File: config.mk
export PLATFORM = sky130hd
export DESIGN_NAME = fifo_read_drain
export DESIGN_NICKNAME = d
export VERILOG_FILES = /design/src/rtl/fifo_pkg.sv /design/src/rtl/sync_2ff.sv /design/src/rtl/fifo_read_drain.sv
export SDC_FILE = /design/constraint.sdc
export NUM_CORES = 1
export LEC_CHECK = 0
export CORE_UTILIZATION = 35
export DETAILED_ROUTE_END_ITERATION = 7
export PLACE_DENSITY = 0.55
export SLEW_MARGIN = 20
export SYNTH_ARGS = -nofsm -noshare
export SYNTH_HDL_FRONTEND = slang
export SYNTH_HIERARCHICAL = 1
export SYNTH_SLANG_ARGS = --single-unit
File: constraint.sdc
create_clock -name r_clk -period 3.9 [get_ports r_clk]
set_input_delay 0.975 -clock r_clk [delete_from_list [all_inputs] [get_ports r_clk]]
set_output_delay 0.975 -clock r_clk [all_outputs]
set_load 0.1 [all_outputs]
File: src/rtl/fifo_pkg.sv
// Shared definitions for the asynchronous FIFO: default sizes, pointer type
// and the Gray/binary conversions used by both pointer domains.
package fifo_pkg;

  localparam int unsigned DEF_DATA_SIZE = 8;
  localparam int unsigned DEF_PTR_SIZE  = 8;
  localparam int unsigned CONV_W        = 32;

  typedef logic [DEF_PTR_SIZE:0] ptr_t;

  // Binary to reflected Gray; callers zero-extend narrower pointers
  function automatic logic [CONV_W-1:0] bin2gray(input logic [CONV_W-1:0] b);
    return b ^ (b >> 1);
  endfunction

  // Reflected Gray to binary by prefix XOR from the MSB down
  function automatic logic [CONV_W-1:0] gray2bin(input logic [CONV_W-1:0] g);
    logic [CONV_W-1:0] b;
    b[CONV_W-1] = g[CONV_W-1];
    for (int i = CONV_W - 2; i >= 0; i--) begin
      b[i] = b[i+1] ^ g[i];
    end
    return b;
  endfunction

endpackage

File: src/rtl/sync_2ff.sv
// Two-flop synchronizer for a Gray-coded pointer crossing clock domains.
module sync_2ff #(
  parameter int unsigned WIDTH = 1
) (
  input  logic             clk,
  input  logic             rst_n,
  input  logic [WIDTH-1:0] d,
  output logic [WIDTH-1:0] q
);

  logic [WIDTH-1:0] meta;

  // Capture the asynchronous input then re-register it
  always_ff @(posedge clk or negedge rst_n) begin
    if (!rst_n) begin
      meta <= '0;
      q    <= '0;
    end else begin
      meta <= d;
      q    <= meta;
    end
  end

endmodule

File: src/rtl/fifo_read_drain.sv
// Read-domain controller of the async FIFO: write-pointer sync, read pointer,
// empty flag and a 2-entry skid buffer presenting memory data as valid/ready.
// Optional feature macro: FIFO_RD_OCC_EN (registered occupancy on rd_count).
module fifo_read_drain
  import fifo_pkg::*;
#(
  parameter int unsigned DATA_SIZE = DEF_DATA_SIZE,
  parameter int unsigned PTR_SIZE  = DEF_PTR_SIZE
) (
  input  logic                 r_clk,
  input  logic                 r_rst_n,
  input  logic [PTR_SIZE:0]    g_wptr,
  input  logic [DATA_SIZE-1:0] data_out,
  output logic                 r_en,
  output logic [PTR_SIZE:0]    b_rptr,
  output logic [PTR_SIZE:0]    g_rptr,
  output logic                 empty,
  output logic                 m_valid,
  input  logic                 m_ready,
  output logic [DATA_SIZE-1:0] m_data,
  output logic [PTR_SIZE:0]    rd_count
);

  localparam int unsigned PW = PTR_SIZE + 1;

  logic [PW-1:0]        g_wptr_s;
  logic [PW-1:0]        b_rptr_nxt;
  logic [PW-1:0]        g_rptr_nxt;
  logic                 empty_nxt;
  logic                 inflight;
  logic                 pop;
  logic [2:0]           occ;
  logic [1:0]           buf_cnt;
  logic [1:0]           buf_cnt_nxt;
  logic [DATA_SIZE-1:0] buf1;
  logic [DATA_SIZE-1:0] buf0_nxt;
  logic [DATA_SIZE-1:0] buf1_nxt;

  sync_2ff #(.WIDTH(PW)) u_wptr_sync (
    .clk   (r_clk),
    .rst_n (r_rst_n),
    .d     (g_wptr),
    .q     (g_wptr_s)
  );

  // Issue a read only when the buffer can absorb it after this cycle's pop
  always_comb begin
    pop        = m_valid & m_ready;
    occ        = 3'(buf_cnt) + 3'(inflight) - 3'(pop);
    r_en       = ~empty & (occ <= 3'd1);
    b_rptr_nxt = b_rptr + PW'(r_en);
    g_rptr_nxt = PW'(bin2gray(CONV_W'(b_rptr_nxt)));
    empty_nxt  = (g_rptr_nxt == g_wptr_s);
  end

  // Buffer next state: push the word landing from memory, drop the head on pop
  always_comb begin
    buf0_nxt    = m_data;
    buf1_nxt    = buf1;
    buf_cnt_nxt = buf_cnt;
    case ({inflight, pop})
      2'b10: begin
        if (buf_cnt == 2'd0) buf0_nxt = data_out;
        else                 buf1_nxt = data_out;
        buf_cnt_nxt = buf_cnt + 2'd1;
      end
      2'b01: begin
        buf0_nxt    = buf1;
        buf_cnt_nxt = buf_cnt - 2'd1;
      end
      2'b11: begin
        if (buf_cnt == 2'd1) begin
          buf0_nxt = data_out;
        end else begin
          buf0_nxt = buf1;
          buf1_nxt = data_out;
        end
      end
      default: ;
    endcase
  end

  // Pointer, flag and buffer registers
  always_ff @(posedge r_clk or negedge r_rst_n) begin
    if (!r_rst_n) begin
      b_rptr   <= '0;
      g_rptr   <= '0;
      empty    <= 1'b1;
      inflight <= 1'b0;
      buf_cnt  <= 2'd0;
      m_valid  <= 1'b0;
      m_data   <= '0;
      buf1     <= '0;
    end else begin
      b_rptr   <= b_rptr_nxt;
      g_rptr   <= g_rptr_nxt;
      empty    <= empty_nxt;
      inflight <= r_en;
      buf_cnt  <= buf_cnt_nxt;
      m_valid  <= (buf_cnt_nxt != 2'd0);
      m_data   <= buf0_nxt;
      buf1     <= buf1_nxt;
    end
  end

`ifdef FIFO_RD_OCC_EN
  logic [PW-1:0] b_wptr_s;

  assign b_wptr_s = PW'(gray2bin(CONV_W'(g_wptr_s)));

  // Occupancy as seen through the synchronized write pointer
  always_ff @(posedge r_clk or negedge r_rst_n) begin
    if (!r_rst_n) rd_count <= '0;
    else          rd_count <= b_wptr_s - b_rptr;
  end
`else
  assign rd_count = '0;
`endif

endmodule

# Word-level counts from Yosys, hierarchy flattened
# Cells that the tools add are included.
# word_totals
ff_bits,57
inputBits,20
output_inout_bits,38
elab_cells,41
# op_classes
addsub,5
magnitude_cmp,1
n_eq_ne,8
mux,7
bitwise,4
n_reduce_logical,6
# ops
operator,n
8-bit 2-to-1 mux,4
8-bit one-hot mux with 3 select lines,1
8-bit one-hot mux with 2 select lines,1
9-bit by 1-bit adder with 9-bit output,1
9-bit equality test,1
9-bit by 8-bit XOR with 9-bit output,1
2-bit inequality test (second input constant),3
2-bit by 1-bit equality test with 1-bit output (second input constant),2
2-bit equality test (second input constant),2
2-bit one-hot mux with 2 select lines,1
2-bit nonzero test,2
2-bit by 1-bit adder with 3-bit output,1
3-bit by 1-bit <= comparator with 1-bit output (second input constant),1
3-bit AND reduction,1
3-bit nonzero test,1
3-bit by 1-bit subtractor with 3-bit output,1
2-bit by 1-bit adder with 2-bit output (second input constant),1
1-bit AND,2
2-bit logical NOT,1
2-bit AND reduction,1
2-bit by 1-bit subtractor with 2-bit output (second input constant),1
1-bit inverter,1

# Depth between registers and ports, before layout
# depth
ltp_word,7
mapped_depth,17
mapped_depth_nobuf,16

# By module
# The synthesis kept the hierarchy.
# modules_own_cells
mod,n_inst,cells_each,area_each_um2,seq_area_each_um2
fifo_read_drain,1,219,2297.2,952.2
sync_2ff,1,18,450.4,450.4

# Least setup slack after synthesis
# No wires, ideal clock.
# synth_path
path_kind,reg2reg
start,reg m_valid
end,reg empty
setup_time_ps,90
t_arrival_ps,6324
required_time_ps,3810
path_slack_ps,-2514
stages_incl_launch_ff,18
cell_sequence,dfrtp_1 -> nand2_1 -> xnor2_1 -> inv_1 -> ha_1 -> inv_1 -> fa_1 -> xor2_1 -> nor3b_1 -> ha_1 -> ha_1 -> buf_6 -> nand4b_1 -> o21ai_1 -> a22o_1 -> nand3b_1 -> o2111ai_1 -> nor4_2
# synth_between
elab_chain_cells,7
# synth_rtl
element,line,source
start: declaration,fifo_read_drain.sv:18,"output logic m_valid,"
start signal: assignment,fifo_read_drain.sv:100,m_valid <= (buf_cnt_nxt != 2'd0);
1-bit AND,fifo_read_drain.sv:48,pop = m_valid & m_ready;
3-bit by 1-bit subtractor with 3-bit output,fifo_read_drain.sv:49,occ = 3'(buf_cnt) + 3'(inflight) - 3'(pop);
3-bit by 1-bit <= comparator with 1-bit output,fifo_read_drain.sv:50,r_en = ~empty & (occ <= 3'd1);
1-bit AND,fifo_read_drain.sv:50,
named net r_en,fifo_read_drain.sv:14,"output logic r_en,"
9-bit by 1-bit adder with 9-bit output,fifo_read_drain.sv:51,b_rptr_nxt = b_rptr + PW'(r_en);
9-bit by 8-bit XOR with 9-bit output,fifo_pkg.sv:13,return b ^ (b >> 1);
9-bit equality test,fifo_read_drain.sv:53,empty_nxt = (g_rptr_nxt == g_wptr_s);
named net empty_nxt,fifo_read_drain.sv:29,logic empty_nxt;
end signal: assignment,fifo_read_drain.sv:97,empty <= empty_nxt;
end: declaration,fifo_read_drain.sv:17,"output logic empty,"
# The timed path passes the listed nets, and every way through them passes these cells.
# A chain may end at the register's enable or synchronous reset.

# Final worst setup path
# layout_path
start,in m_ready
end,out r_en
# layout_between
elab_chain_cells,4
# layout_rtl
element,line,source
start: declaration,fifo_read_drain.sv:19,"input logic m_ready,"
1-bit AND,fifo_read_drain.sv:48,
3-bit by 1-bit subtractor with 3-bit output,fifo_read_drain.sv:49,
3-bit by 1-bit <= comparator with 1-bit output,fifo_read_drain.sv:50,
1-bit AND,fifo_read_drain.sv:50,
end: declaration,fifo_read_drain.sv:14,
# Every way passes these cells.

==> summary.txt <==
Status
  – Outcome: finished clean

Synthesis
  – Dominant synthesized flop cell: dfrtp_1
  – Area share of the largest cell type after synthesis: 0.501
  – Synth top area cells: dfrtp_1 50%, xnor2_1 4.1%, xor2_1 3.8%, mux2i_1 3.6%, mux2_2 3.3%
  – Post-synth EDFFs: 0
  – Yosys cell types: 53
  – Seq cells post-synth: 56
  – YS warnings: 6
  – Avg Inst Size Synth: 11.6 um2
  – Cell taking the most area after synthesis: dfrtp_1
  – Async SR Flop Fraction: 1.00
  – Syn Inst Count: about 240
  – Sequential area share after synthesis: 0.510
  – Synthesized area: between 0.002 and 0.003 mm2

Detailed routing
  – Post-route DRC: 0
  – DRT iter0 DRCs: 59
  – Drt wl/cell: 12.9 um
  – Via count: between 1500 and 2000
  – Post-DRT Antenna Nets: 0
  – Drt pass-1 iters: 4
  – Drt total wl: ~5200 um
  – Vias/cell: 4.63

Hold path
  – Hold_sp: u_wptr_sync/meta[5]
  – Hold-critical path depth: 0
  – End of the worst hold path: u_wptr_sync/q[5]
  – Worst hold-check path type: register to register

Worst setup path
  – Launch point of the worst reg-to-reg path: m_valid
  – CP Capture Type: primary output
  – CP startpoint kind: primary input
  – Arrival time worst endpoint: about 2.7 ns
  – Crit path required time: between 2 and 3 ns
  – Critical path peak fanout: 2
  – Critical path class: primary input to primary output
  – Worst r2r path cells: 16
  – Worst r2r dst: empty
  – FF-to-FF setup slack: between 0.7 and 0.8 ns

Job
  – Total of max-cap violations: 0

STA
  – Final WS setup: 0.268 ns
  – Final Cycle Share: 0.931
  – Final setup violation count: 0
  – Final Max Slew Viols: 0
  – Minimum clock period: ~3.6 ns
  – Worst Skew: between 0.007 and 0.008 ns
  – Worst Tran Pin Value: around 1 ns
  – Hold slack: ~0.36 ns
  – Slew HR: 0.346
  – FMAX: about 280 MHz
  – Hold Vio Cnt, Final: 0
  – RSZ-0062 raised after global routing: no

Floorplanning
  – Die X: a little over 90 um
  – Overall die area: 0.00821 mm2
  – Die height: 90.6 um
  – Starting Density: 0.371
  – Site Rows: 31
  – Core Area: approximately 0.0074 mm2
  – Num ports: just under 60

Placed design
  – DP Area: ~0.0035 mm2
  – Dpl cells: between 300 and 400
  – I/O Buffers: 48
  – Routability cong.: around 0.79
  – Worst slack, placed: -0.422 ns
  – HPWL after DPL: about 3800 um

CTS
  – H-tree Lvls: 2
  – Post-CTS Hold Fix Bufs: 0
  – Total clock sinks: 56
  – CTS tree: built
  – Clock slew at reported path FFs: around 0.1 ns
  – Clk root buf: clkbuf_8
  – CTS Buffer Depth: 2
  – Clk_lat worst skew: just over 0.3 ns
  – CTS Buf Count: 5

Layout
  – Commonest non-fill, non-tap cell in the layout: dfrtp_1
  – Ant. Diodes: 0
  – Layout cells sized above 1: 0.266
  – Area grow syn2layout: 31.6%
  – Fillers: between 600 and 700
  – Most frequent cells in the layout: 54 x dfrtp_1, 37 x clkdlybuf4s50_1, 30 x buf_4, 16 x nand2_1, 12 x xnor2_1
  – Finished Cell Area: 0.00361 mm2
  – Post-route insts no fill: between 400 and 500
  – Final #Nets: roughly 330

Global routing
  – Initial antenna violation count: 0
  – All-Layer GR Usage: 0.137
  – Largest net degree at the start of global routing: 57
  – Gr ovfl total: 0
  – First-pass GRT wire length: just under 9000 um
  – Number of global-route vias before repair: about 1900
## area by class of cell
class | instances | area, um2 | share of cell area
inverter | 8 | 30.0 | 0.00831
clock buffer | 5 | 68.8 | 0.0190
sequential | 56 | 1400 | 0.388
multi-input combinational | 161 | 1300 | 0.360
clock inverter | 3 | 21.3 | 0.00588
tap | 99 | 124 | 0.0343
timing repair buffer | 72 | 666 | 0.184
## sequential cells by signal, summed over array words and instances (netlist names)
signal / cells
b_rptr: 9
buf1: 8
buf_cnt: 2
empty: 1
g_rptr: 8
inflight: 1
m_data: 8
m_valid: 1
u_wptr_sync/meta: 9
u_wptr_sync/q: 9
## logic make-up after synthesis
group | after synthesis | share of synthesized area
simple gates | 66 | 0.133
flops | 56 | 0.510
xor+xnor | 31 | 0.119
compound gates | 29 | 0.0647
buf+inv | 28 | 0.0633
mux | 19 | 0.0733
fa+ha+maj | 7 | 0.0346
other cells | 1 | 0.00136
## worst max-delay path, stage by stage
cell      delay, ns
clkbuf_2       0.15
nand2_8        0.06
xnor2_2        0.13
inv_1          0.05
ha_1           0.13
inv_1          0.05
fa_2           0.35
xor2_2         0.16
nor3b_4        0.26
buf_4          0.18
buf_12         0.17
## worst max-delay path by stage
| stage | startpoint | slack (ns) | endpoint | cells after the start |
|---|---|---|---|---|
| detailed placement | m_ready | -0.42 | empty | 17 |
| finish | m_ready | 0.27 | r_en | 11 |
| CTS | m_ready | 0.07 | r_en | 11 |
| global route | m_ready | 0.13 | empty | 17 |
| floorplan | m_ready | -0.51 | empty | 17 |
| global placement | m_ready | -0.33 | empty | 17 |
## metrics by stage
| step | setup TNS (ns) | util |
|---|---|---|
| after floorplan | -0.999 | - |
| after global placement | -0.589 | 0.476 |
| after detailed placement | -0.884 | 0.476 |
| after CTS | 0 | 0.488 |
| after global routing | 0 | 0.488 |
| final | 0 | 0.488 |
## per-layer routing
| metal | vias up | GRT usage | wire length, um |
|---|---|---|---|
| li1 | 917 | - | - |
| met1 | 900 | 0.195 | 2470 |
| met2 | 49 | 0.209 | 2470 |
| met3 | 4 | 0.0303 | 239 |
| met4 | 0 | 0.0363 | 54 |
| met5 | - | 0 | 0 |
## cells in the mapped netlist, drive strengths merged, types with 3 or more instances
master   n
nand3    6
mux2i   10
nand3b   3
buf     18
and2     3
nand2   19
xor2    13
o21ai   13
nor2    14
dfrtp   55
nand4    5
nor3b    3
nand4b   3
inv      8
a21oi    4
xnor2   18
ha       6
mux2     9
## repair_timing
action	CTS	global route
setup buffers	0	0
hold endpoints to repair	0	0
endpoints found under the setup margin	2	2
gates resized for setup	1	3
Power is left out: the tool's default activity adds up to more than one toggle a clock period on the data nets, which glitch-free logic cannot reach.
